$ cat config.mk
export PLATFORM = sky130hd
export DESIGN_NAME = mem_fill_arbiter
export DESIGN_NICKNAME = d
export VERILOG_FILES = /design/src/rtl/mem_fill_arbiter.sv
export SDC_FILE = /design/constraint.sdc
export NUM_CORES = 1
export LEC_CHECK = 0
export CAP_MARGIN = 25
export CORE_ASPECT_RATIO = 0.9
export CORE_MARGIN = 1.5
export CORE_UTILIZATION = 28
export CTS_CLUSTER_DIAMETER = 200
export DETAILED_ROUTE_END_ITERATION = 10
export PLACE_DENSITY = 0.77
export RECOVER_POWER = 50
export SYNTH_ARGS = -nofsm -noshare
export SYNTH_HDL_FRONTEND = slang
export SYNTH_SLANG_ARGS = --single-unit
$ cat constraint.sdc
create_clock -name clk -period 1.8 [get_ports clk]
set_clock_uncertainty 0.1 [all_clocks]
set_input_delay 0.36 -clock clk [delete_from_list [all_inputs] [get_ports clk]]
set_output_delay 0.36 -clock clk [all_outputs]
set_load 0.02 [all_outputs]
$ cat src/rtl/mem_fill_arbiter.sv
// mem_fill_arbiter: shares one pipelined memory port between I/D block fills and D write-through stores.
module mem_fill_arbiter #(
  parameter int WORDS_PER_BLOCK = 8,
  parameter int ADDR_W = 16
) (
  input  logic                               clk,
  input  logic                               rst_n,
  input  logic                               i_miss,
  input  logic [ADDR_W-1:0]                  i_miss_addr,
  input  logic                               d_miss,
  input  logic [ADDR_W-1:0]                  d_miss_addr,
  input  logic                               d_wr_req,
  input  logic [ADDR_W-1:0]                  d_wr_addr,
  input  logic [15:0]                        d_wr_data,
  input  logic [15:0]                        mem_rd_data,
  input  logic                               mem_data_valid,
  output logic                               mem_en,
  output logic                               mem_wr,
  output logic [ADDR_W-1:0]                  mem_addr,
  output logic [15:0]                        mem_wdata,
  output logic                               fill_wr_i,
  output logic                               fill_wr_d,
  output logic [$clog2(WORDS_PER_BLOCK)-1:0] fill_word,
  output logic [15:0]                        fill_data,
  output logic                               i_done,
  output logic                               d_done,
  output logic                               d_wr_ack,
  output logic                               busy
);
  localparam int CW = $clog2(WORDS_PER_BLOCK);
  localparam logic [ADDR_W-1:0] BLOCK_MASK = ~ADDR_W'(2 * WORDS_PER_BLOCK - 1);
  typedef enum logic [2:0] {IDLE, WRITE, ISSUE, DRAIN, DONE} state_t;
  state_t state, state_nx;
  logic owner;
  logic [ADDR_W-1:0] base;
  logic [CW-1:0] issue_cnt, ret_cnt;
  logic ret, last_ret, start;
  assign ret      = (state == ISSUE || state == DRAIN) && mem_data_valid;
  assign last_ret = ret && &ret_cnt;
  assign start    = state == IDLE && !d_wr_req && (d_miss || i_miss);
  always_comb begin
    state_nx = state;
    case (state)
      IDLE:    state_nx = d_wr_req ? WRITE : (d_miss || i_miss) ? ISSUE : IDLE;
      WRITE:   state_nx = IDLE;
      // the last return can arrive before issuing ends when memory is fast
      ISSUE:   state_nx = last_ret ? DONE : &issue_cnt ? DRAIN : ISSUE;
      DRAIN:   state_nx = last_ret ? DONE : DRAIN;
      default: state_nx = IDLE;
    endcase
  end
  always_ff @(posedge clk or negedge rst_n) begin
    if (!rst_n) begin
      state     <= IDLE;
      owner     <= 1'b0;
      base      <= '0;
      issue_cnt <= '0;
      ret_cnt   <= '0;
    end else begin
      state <= state_nx;
      if (start) begin
        owner     <= d_miss;
        base      <= (d_miss ? d_miss_addr : i_miss_addr) & BLOCK_MASK;
        issue_cnt <= '0;
        ret_cnt   <= '0;
      end else begin
        if (state == ISSUE) issue_cnt <= issue_cnt + 1'b1;
        if (ret) ret_cnt <= ret_cnt + 1'b1;
      end
    end
  end
  assign mem_en    = state == WRITE || state == ISSUE;
  assign mem_wr    = state == WRITE;
  assign mem_addr  = state == WRITE ? d_wr_addr : state == ISSUE ? base + ADDR_W'({issue_cnt, 1'b0}) : '0;
  assign mem_wdata = state == WRITE ? d_wr_data : '0;
  assign fill_wr_i = ret && !owner;
  assign fill_wr_d = ret && owner;
  assign fill_word = ret ? ret_cnt : '0;
  assign fill_data = mem_rd_data;
  assign i_done    = state == DONE && !owner;
  assign d_done    = state == DONE && owner;
  assign d_wr_ack  = state == WRITE;
  assign busy      = state != IDLE;
endmodule

==> flow_metrics.tcl <==
set metrics [dict create \
    synth_edf_count 0 \
    avgSynthCellArea_um2 10.7 \
    status "complete, but fails checks" \
    first_pass_iters 4 \
    violations "negative setup slack" \
    wl_met1_mm 1.86 \
    clock_latency_ns 0.26 \
    internal_power_w 0.00253 \
    cts_root_buf "clkbuf_8" \
    share_comb_of_total_power_pct 65.8 \
    cp_slowest_cell "dfrtp_2" \
    via_per_inst 4.56 \
    ys_seq_elements 22 \
    min_path_type "reg2reg" \
    power_frac_seq_pct 22.7 \
    rr_startpoint "state[1]$_DFF_PN0_" \
    netSwitchingFraction_pct 37.4 \
    top_layer "met4" \
    vdd_drop_max_v 0.000725 \
    worst_slack_ns -0.131 \
    rsz0062_at_grt "true" \
    crit_fanout 27 \
    hold_viol_final 0 \
    cts_max_level 1 \
    nNetsFinal 336 \
    setup_viol 60 \
    path_class "reg2out" \
    hold_ws_ns 0.411 \
    leakagePower_nw 1.25 \
    vias 1423 \
    netlist_instances 144 \
    track_usage_pct 16.0 \
    r2r-end "base[8]$_DFFE_PN0P_" \
    drc 0 \
    synthFlopType "dfrtp_1" \
    slew_viol_final 0 \
    max_stage_delay_ns 0.45 \
    worst_setup_path_end_kind "output port" \
    grt_pass1_wl_mm 7.16 \
    tritoncts "done" \
    diodes 0 \
    max_slew_margin_pct 61.2 \
    chipWidth_um 81.3 \
    period_minus_slack_ns 1.93 \
    ioPinCount 145 \
    io_buffers 104 \
    power_density_nw_per_um2 1450 \
    synth_cell_types 26 \
    r2r_setup_slack_ns -0.13 \
    drtIter0Drc 8 \
    ant_nets 0 \
    arrival_ns 1.47 \
    startpoint "state[1]$_DFF_PN0_" \
    cp.required_ns 1.34 \
    cts.sinks 22 \
    syn_area_um2 1540 \
    drv_cap 0 \
    synthesis.nets 234 \
    max_freq_ghz 0.518 \
    num_rows 25 \
    syn2layout_area_growth_pct 81.1 \
    routabilityCongestion 0.713 \
    grt_max_degree 28 \
    die_area_um2 5970 \
    layout_commonest_cell "clkdlybuf4s50_1" \
    fin_util_pct 52.9 \
    yosys_warnings 0 \
    p_clk_share_pct 11.5 \
    antenna_found_initial 0 \
    synth-async-reset-ratio_pct 100 \
    final_cells 312 \
    power.switching_w 0.00152 \
    dieHeight_um 73.4 \
    dr_wl_met2_mm 2.40 \
    endpoint "mem_addr[12]" \
    coreArea_um2 5290 \
    cts.clk_slew.worst_paths_ns 0.08 \
    dp_cells 304 \
    final_layout_size_suffix_gt1_share_pct 42.4 \
    ys_seq_area_share_pct 35.7 \
    grt_overflow 0 \
    met3_length_um 510 \
    start_util_pct 29.2 \
    cts_buffers 3 \
    final.fill_count 484 \
    ff2ff_path_depth 5 \
    layout_common_cells "clkdlybuf4s50_1 (60), buf_6 (34), buf_4 (23), mux2_2 (22)" \
    max_slew.worst_pin.slew_ns 0.582 \
    dp_hpwl_mm 3.77 \
    routed_wl_mm 4.78 \
    start_kind "register" \
    wl_per_cell_um 15.3 \
    finalCritPeriodShare_pct 107 \
    grt_pass1_vias 1419 \
    clk_path_buf_depth 2 \
    worstPathCellList "nor3b_4, buf_12, a22o_1, buf_4" \
]
[power groups by stage]
stage | Clock (W) | Sequential, W | Combinational, W
6_report | 0.000468 | 0.000919 | 0.00267
5_1_grt | 0.000516 | 0.000955 | 0.00287
4_1_cts | 0.000491 | 0.000913 | 0.00263
3_5_place_dp | 0 | 0.000918 | 0.00249
3_3_place_gp | 0 | 0.000912 | 0.00246
2_1_floorplan | 0 | 0.000863 | 0.00145
[cells by family after synthesis]
logic type	Yosys count	synth area share (%)
buffers and inverters	28	12.6
DFF	22	35.7
muxes	29	20.8
adders and majority gates	4	3.24
AOI/OAI and AO/OA	18	9.89
and+or+nand+nor	41	16.7
xor gates and xnor gates	2	1.13
[metrics by stage]
stage	setup TNS (ns)	instance area, um^2	worst slack [ns]	total power (W)
6_report	-5.81	2800	-0.131	0.00405
5_1_grt	-10.08	2800	-0.218	0.00434
4_1_cts	-6.84	2770	-0.171	0.00404
3_5_place_dp	-16.22	2650	-0.524	0.00341
3_3_place_gp	-14.76	2650	-0.496	0.00337
2_1_floorplan	-0.0675	1550	-0.00675	0.00231
[flip-flops by register name (all words and copies together) (netlist names)]
name,count
base,12
issue_cnt,3
owner,1
ret_cnt,3
state,3
[what timing repair did]
| item | 4_1_cts | 5_1_grt |
|---|---|---|
| resized for setup | 246 | 13 |
| endpoints found under the setup margin | 56 | 61 |
| hold buffers | 0 | 0 |
| setup buffers | 4 | 0 |
| pin swaps | 2 | 0 |
[final cells by class]
class,instances,area (um^2),share of cell area [%]
Inverter,1,3.75,0.134
Sequential cell,22,553,19.8
Clock buffer,3,41.3,1.48
Tap cell,67,83.8,3.00
Multi-Input combinational cell,94,843,30.2
Timing Repair Buffer,124,1240,44.4
Clock inverter,1,30.0,1.07
[synth_stat cells, types with 2 or more instances]
| cell | count | area share (%) |
|---|---|---|
| mux2_2 | 25 | 18 |
| dfrtp_1 | 22 | 36 |
| and2_1 | 21 | 8.5 |
| buf_4 | 17 | 8.3 |
| a22o_1 | 15 | 8.5 |
| nor2_1 | 8 | 1.9 |
| clkbuf_1 | 5 | 1.2 |
| ha_1 | 4 | 3.2 |
| mux2i_1 | 4 | 2.6 |
| buf_6 | 3 | 2.2 |
| buf_2 | 2 | 0.65 |
| nand2_1 | 2 | 0.49 |
| nor3b_1 | 2 | 0.97 |
| xnor2_1 | 2 | 1.1 |
[routing by layer]
| layer | vias up | global-route usage (%) |
|---|---|---|
| met1 | 660 | 18.4 |
| li1 | 687 | - |
| met3 | 2 | 6.09 |
| met4 | 0 | 1.72 |
| met5 | - | 0 |
| met2 | 74 | 28.9 |
[critical path, delay by kind of cell (launching register included)]
family | cells | cell delay [ns]
compound gates | 1 | 0.15
buf+inv | 2 | 0.32
flops | 1 | 0.45
simple gates | 1 | 0.27
[worst min path at each step]
stage / from / to / slack [ns] / cells past startpoint
floorplan: rst_n / base[10]$_DFFE_PN0P_ / -0.04 / 0
global placement: base[9]$_DFFE_PN0P_ / base[9]$_DFFE_PN0P_ / 0.39 / 1
detailed placement: base[8]$_DFFE_PN0P_ / base[8]$_DFFE_PN0P_ / 0.40 / 1
CTS: rst_n / ret_cnt[1]$_DFFE_PN0P_ / 0.34 / 2
global route: base[12]$_DFFE_PN0P_ / base[12]$_DFFE_PN0P_ / 0.43 / 1
finish: base[8]$_DFFE_PN0P_ / base[8]$_DFFE_PN0P_ / 0.41 / 1
Note: power is estimated with default switching activity, not from simulation.
